--- src/rtl/time_set_key_ctrl_if.sv ---
// Button/time bus between the board-side driver and the time-setting controller.
// The master drives keys, enable, preload; the slave returns the committed time.
interface time_set_key_ctrl_if;
  logic        en;
  logic        load;
  logic        key_in_p;
  logic        key_in_n;
  logic        key_in_e;
  logic [15:0] data_in;
  logic [15:0] data_out;
  logic        data_out_vld;

  modport master (
    output en,
    output load,
    output key_in_p,
    output key_in_n,
    output key_in_e,
    output data_in,
    input  data_out,
    input  data_out_vld
  );

  modport slave (
    input  en,
    input  load,
    input  key_in_p,
    input  key_in_n,
    input  key_in_e,
    input  data_in,
    output data_out,
    output data_out_vld
  );
endinterface

--- src/rtl/time_set_key_ctrl.sv ---
// Three-button BCD HH:MM editor: debounced plus/next/enter keys edit a preloaded
// working time, and enter publishes it with a one-cycle valid strobe.
module time_set_key_ctrl #(
  parameter int DEBOUNCE_CYCLES = 1_000_000
) (
  input logic                 clk,
  input logic                 rst,
  time_set_key_ctrl_if.slave  bus
);

  localparam int CW = (DEBOUNCE_CYCLES > 1) ? $clog2(DEBOUNCE_CYCLES) : 1;
  localparam logic [CW-1:0] CNT_LAST = CW'(DEBOUNCE_CYCLES - 1);
  localparam logic [CW-1:0] CNT_ONE  = CW'(1);
  localparam logic [CW-1:0] CNT_ZERO = CW'(0);

  // Key index: 0 = plus, 1 = next, 2 = enter
  localparam int KEY_P = 0;
  localparam int KEY_N = 1;
  localparam int KEY_E = 2;

  typedef enum logic {
    SEL_MIN  = 1'b0,
    SEL_HOUR = 1'b1
  } sel_t;

  // Two-digit BCD increment with wrap; out-of-range or non-BCD input restarts at 00
  function automatic logic [7:0] bcd_inc(input logic [7:0] v, input logic [7:0] max_v);
    logic [7:0] r;
    if ((v[7:4] > 4'd9) || (v[3:0] > 4'd9) || (v >= max_v)) begin
      r = 8'h00;
    end else if (v[3:0] == 4'd9) begin
      r = {v[7:4] + 4'd1, 4'd0};
    end else begin
      r = {v[7:4], v[3:0] + 4'd1};
    end
    return r;
  endfunction

  logic [2:0]    key_raw_s;
  logic [2:0]    sync1_r;
  logic [2:0]    sync2_r;
  logic [2:0]    level_r;
  logic [2:0]    evt_r;
  logic [CW-1:0] cnt_r [3];

  sel_t          sel_r;
  sel_t          sel_s;
  logic [15:0]   work_r;
  logic [15:0]   work_s;
  logic [15:0]   data_out_r;
  logic [15:0]   data_out_s;
  logic          vld_r;
  logic          vld_s;

  assign key_raw_s = {bus.key_in_e, bus.key_in_n, bus.key_in_p};

  // Synchronize, debounce and detect presses (accepted 1->0) on all three keys
  always_ff @(posedge clk) begin
    if (rst) begin
      sync1_r <= 3'b111;
      sync2_r <= 3'b111;
      level_r <= 3'b111;
      evt_r   <= 3'b000;
      for (int i = 0; i < 3; i++) begin
        cnt_r[i] <= CNT_ZERO;
      end
    end else begin
      sync1_r <= key_raw_s;
      sync2_r <= sync1_r;
      for (int i = 0; i < 3; i++) begin
        if (sync2_r[i] == level_r[i]) begin
          cnt_r[i] <= CNT_ZERO;
          evt_r[i] <= 1'b0;
        end else if (cnt_r[i] == CNT_LAST) begin
          cnt_r[i]   <= CNT_ZERO;
          level_r[i] <= sync2_r[i];
          evt_r[i]   <= ~sync2_r[i];
        end else begin
          cnt_r[i] <= cnt_r[i] + CNT_ONE;
          evt_r[i] <= 1'b0;
        end
      end
    end
  end

  // Edit/commit state register
  always_ff @(posedge clk) begin
    if (rst) begin
      sel_r      <= SEL_MIN;
      work_r     <= 16'h0000;
      data_out_r <= 16'h0000;
      vld_r      <= 1'b0;
    end else begin
      sel_r      <= sel_s;
      work_r     <= work_s;
      data_out_r <= data_out_s;
      vld_r      <= vld_s;
    end
  end

  // One action per cycle: load beats any key; among keys enter > next > plus
  always_comb begin
    sel_s      = sel_r;
    work_s     = work_r;
    data_out_s = data_out_r;
    vld_s      = 1'b0;
    if (bus.load) begin
      work_s = bus.data_in;
      sel_s  = SEL_MIN;
    end else if (bus.en) begin
      if (evt_r[KEY_E]) begin
        data_out_s = work_r;
        vld_s      = 1'b1;
      end else if (evt_r[KEY_N]) begin
        sel_s = (sel_r == SEL_MIN) ? SEL_HOUR : SEL_MIN;
      end else if (evt_r[KEY_P]) begin
        case (sel_r)
          SEL_MIN:  work_s[7:0]  = bcd_inc(work_r[7:0], 8'h59);
          SEL_HOUR: work_s[15:8] = bcd_inc(work_r[15:8], 8'h23);
          default:  work_s       = work_r;
        endcase
      end else begin
        work_s = work_r;
      end
    end else begin
      work_s = work_r;
    end
  end

  assign bus.data_out     = data_out_r;
  assign bus.data_out_vld = vld_r;

endmodule

--- src/flat_wrapper.sv ---
// flat-port wrapper written by rule: the top's interface ports become plain ports
module time_set_key_ctrl_flat 
#(
  parameter int DEBOUNCE_CYCLES = 1_000_000
)
  (clk, rst, bus_en, bus_load, bus_key_in_p, bus_key_in_n, bus_key_in_e, bus_data_in, bus_data_out, bus_data_out_vld);
  time_set_key_ctrl_if bus_i ();
  input logic clk;
  input logic rst;
  input wire logic [$bits(bus_i.en)-1:0] bus_en;
  input wire logic [$bits(bus_i.load)-1:0] bus_load;
  input wire logic [$bits(bus_i.key_in_p)-1:0] bus_key_in_p;
  input wire logic [$bits(bus_i.key_in_n)-1:0] bus_key_in_n;
  input wire logic [$bits(bus_i.key_in_e)-1:0] bus_key_in_e;
  input wire logic [$bits(bus_i.data_in)-1:0] bus_data_in;
  output wire logic [$bits(bus_i.data_out)-1:0] bus_data_out;
  output wire logic [$bits(bus_i.data_out_vld)-1:0] bus_data_out_vld;
  assign bus_i.en = bus_en;
  assign bus_i.load = bus_load;
  assign bus_i.key_in_p = bus_key_in_p;
  assign bus_i.key_in_n = bus_key_in_n;
  assign bus_i.key_in_e = bus_key_in_e;
  assign bus_i.data_in = bus_data_in;
  assign bus_data_out = bus_i.data_out;
  assign bus_data_out_vld = bus_i.data_out_vld;
  time_set_key_ctrl #(.DEBOUNCE_CYCLES(DEBOUNCE_CYCLES)) u_core (.clk(clk), .rst(rst), .bus(bus_i));
endmodule
--- config.mk ---
export PLATFORM = sky130hd
export DESIGN_NAME = time_set_key_ctrl_flat
export DESIGN_NICKNAME = d
export VERILOG_FILES = /design/src/rtl/time_set_key_ctrl_if.sv /design/src/rtl/time_set_key_ctrl.sv /design/src/flat_wrapper.sv
export SDC_FILE = /design/constraint.sdc
export NUM_CORES = 1
export LEC_CHECK = 0
export CAP_MARGIN = 20
export CORE_MARGIN = 2
export CORE_UTILIZATION = 30
export CTS_CLUSTER_SIZE = 12
export DETAILED_ROUTE_END_ITERATION = 16
export PLACE_DENSITY = 0.53
export SYNTH_ARGS = -nofsm -noshare
export SYNTH_HDL_FRONTEND = slang
export SYNTH_SLANG_ARGS = --single-unit
--- constraint.sdc ---
create_clock -name clk -period 2.2 [get_ports clk]
set_input_delay 0.33 -clock clk [delete_from_list [all_inputs] [get_ports clk]]
set_output_delay 0.33 -clock clk [all_outputs]
set_load 0.005 [all_outputs]
==> flow_summary_export.csv <==
group,metric,value,unit
detailed_routing,vias_per_cell,4.80,
detailed_routing,antenna_left,0,
yosys,synthArstFlopShare,0,
layout,syn_to_final_growth,25.2,%
layout,drive_above_1_share,0.0970,
timing,fin_crit_sh,0.985,
yosys,ys_types,58,
yosys,syn_avg_cell_area,9.47,sq um
yosys,synth-seq-cells,106,
timing,worst_slack,0.0322,ns
timing,whs,0.400,ns
yosys,synth-edff-count,60,
clock_network,numCtsBuffers,9,
layout,fin_nets,728,
placed_design,port-buffer-count,39,
pwr,leakage,2.31,nW
clock_network,htreeDepth,3,
yosys,synth-seq-area-share,0.498,
floorplan,initial_core_util,0.305,
pwr,ir_drop,0.000373,V
placed_design,pre_cts_ws,0.0206,ns
yosys,synthCells,577,
grt,overflow,0,
yosys,yosys_warnings,0,
floorplan,design.die.area,19300,sq um
placed_design,place_congestion,0.819,
setup_path,arrival,2.27,ns
clock_network,clk_pin_slew,0.07,ns
floorplan,ioPinCount,40,
yosys,yosysTopAreaCell,"edfxtp_1",
timing,setup_viol,0,
timing,fmax,0.461,GHz
grt,gr-usage-all-layers,0.128,
yosys,synthTopCellsByArea,"edfxtp_1 (33%), dfxtp_1 (17%), xnor2_1 (5.0%), nand2_1 (4.3%), nor2_1 (4.3%)",
clock_network,clock_path_buffers,2,
setup_path,end_kind,"register",
detailed_routing,post_drt_wl_per_cell,12.8,um
yosys,syn_area,5460,sq um
detailed_routing,first_pass_iters,4,
setup_path,worstSetupPathType,"reg2reg",
timing,tightest_slew,0.600,ns
worst_hold_path,hp-class,"in2reg",
detailed_routing,drt-initial-drc-count,247,
timing,max_slew_margin,0.600,
timing,fin_crit,2.17,ns
yosys,ys_dominant_reg_cell,"edfxtp_1",
floorplan,coreArea,17900,sq um
detailed_routing,drc,0,
grt,grt_antenna_before_repair,0,
job,max_cap_violations,0,
detailed_routing,route.vias.total,4467,
timing,drv_slew,0,
pwr,power_density,607,nW/um^2
floorplan,fp.dieH,139,um
timing,fin_worst_skew,0.00580,ns
setup_path,worstPathCellList,"or4_1 > or4_4 > o21ai_4 > buf_12 > nor2_1",
timing,rsz0062_at_grt,"yes",
setup_path,cp-start-kind,"register",
placed_design,dpl.hpwl,8650,um
grt,grt_max_degree,37,
clock_network,ctsHoldBuffers,0,
clock_network,cts_tree,"done",
status,outcome,"completed",
timing,hold_violations,0,
layout,num_antenna_cells,0,
grt,grt_pass1_wl,20300,um
floorplan,fp.dieW,139,um
setup_path,critPathMaxFanout,19,
grt,grt_pass1_vias,4270,
clock_network,cts_root_buf,"clkbuf_16",
layout,final_common_cell,"nand2_1",
yosys,yosysTopAreaCellShare,0.330,
detailed_routing,totalWireLength,11900,um
setup_path,critPathSlowestCell,"or4_4",
setup_path,critPathMaxStageDelay,0.57,ns
timing,setup_tns,0,ns
clock_network,clock_sinks,106,
setup_path,cp.required,2.31,ns
floorplan,rows,49,
layout,final_cell_mix,"nand2_1 (62), nor2_1 (61), edfxtp_1 (60), conb_1 (60), dfxtp_1 (46)",
clock_network,clk_latency,0.36,ns
[per-layer routing]
layer | wire length, um | GRT usage | part of all wire | vias to the layer above
met5 | 0 | 0 | 0 | -
met4 | 187 | 0.0473 | 0.016 | 0
met3 | 390 | 0.0287 | 0.033 | 15
met2 | 5580 | 0.208 | 0.47 | 61
met1 | 5720 | 0.166 | 0.48 | 2102
li1 | - | - | - | 2289
[power breakdown]
group	total (mW)	internal [mW]	switching, mW
registers	2.25	2.16	0.0824
clock network	1.58	0.791	0.793
logic	0.320	0.154	0.166
[layout make-up]
cell class	count	area [sq um]
Timing Repair Buffer	73	673
Clock buffer	9	225
Sequential cell	106	2720
Tap cell	229	287
Multi-Input combinational cell	488	2810
Fill cell	1849	11100
Inverter	18	67.6
Clock inverter	7	60.1
[worst paths after layout]
kind                  startpoint                   to  slack (ns)  depth (start not counted)
min reg2reg    u_core.sync1_r[1]    u_core.sync2_r[1]        0.41                          1
max reg2reg  u_core.cnt_r[1][12]  u_core.cnt_r[1][12]        0.03                          5
min                          rst    u_core.level_r[2]        0.40                          2
max          u_core.cnt_r[1][12]  u_core.cnt_r[1][12]        0.03                          5
[through the flow]
step / power (mW) / utilization / area (sq um) / instances
2_1_floorplan: 2.47 / - / 5690 / 636
3_3_place_gp: 2.60 / 0.364 / 6520 / 913
3_5_place_dp: 2.60 / 0.364 / 6520 / 913
4_1_cts: 4.21 / 0.380 / 6810 / 929
5_1_grt: 4.32 / 0.382 / 6840 / 930
6_report: 4.15 / 0.382 / 6840 / 930
[cell usage after synthesis (2+ instances only)]
| master | instances |
|---|---|
| a21o_1 | 2 |
| nand2b_1 | 3 |
| or2_2 | 6 |
| a211oi_1 | 7 |
| edfxtp_1 | 60 |
| and4_1 | 4 |
| nor4b_1 | 3 |
| o21ai_4 | 2 |
| nand3b_1 | 4 |
| nor2b_1 | 2 |
| nor3_1 | 14 |
| nand4_1 | 13 |
| nand3_1 | 40 |
| or4_4 | 2 |
| xnor2_1 | 31 |
| or4b_1 | 2 |
| inv_1 | 18 |
| xor2_1 | 12 |
| o41ai_1 | 2 |
| or3_1 | 12 |
| o21ai_0 | 14 |
| a21oi_1 | 43 |
| or4_1 | 13 |
| and3_1 | 7 |
| o31ai_1 | 9 |
| dfxtp_1 | 46 |
| a22oi_1 | 4 |
| nand2_1 | 62 |
| a31oi_1 | 3 |
| clkbuf_1 | 19 |
| a221oi_1 | 2 |
| ha_1 | 9 |
| nor2_1 | 62 |
| nand4bb_1 | 3 |
| nor4_1 | 15 |
| buf_6 | 2 |
| and2_1 | 4 |
[critical path, delay by kind of cell, from the launching register on]
family                 cells  cell delay, ns
and+or+nand+nor            3            1.19
buffers and inverters      1            0.17
DFF                        1            0.40
AOI/OAI and AO/OA          1            0.16
[state kept, by name, indices dropped and copies added (netlist names)]
name	cells
u_core.bus.data_out	16
u_core.bus.data_out_vld	1
u_core.cnt_r	60
u_core.evt_r	3
u_core.level_r	3
u_core.sel_r	1
u_core.sync1_r	3
u_core.sync2_r	3
u_core.work_r	16
[what timing repair did]
item,in CTS,in global routing
resized for setup,1,6
setup buffers,0,1
setup endpoints to repair,1,41
[cells by family (layout without fill, tap and decap cells)]
logic type / after synthesis / in the layout / synth area share
AO/OA/AOI/OAI: 99 / 99 / 0.115
XOR/XNOR: 43 / 43 / 0.0689
adder cells (fa/ha/maj): 9 / 9 / 0.0206
buffers and inverters: 42 / 107 / 0.0325
flip-flops: 106 / 106 / 0.498
multiplexers: 1 / 1 / 0.00206
other: 1 / 60 / 0.000686
AND/OR/NAND/NOR: 276 / 276 / 0.262
Note: power is estimated with default switching activity, not from simulation.
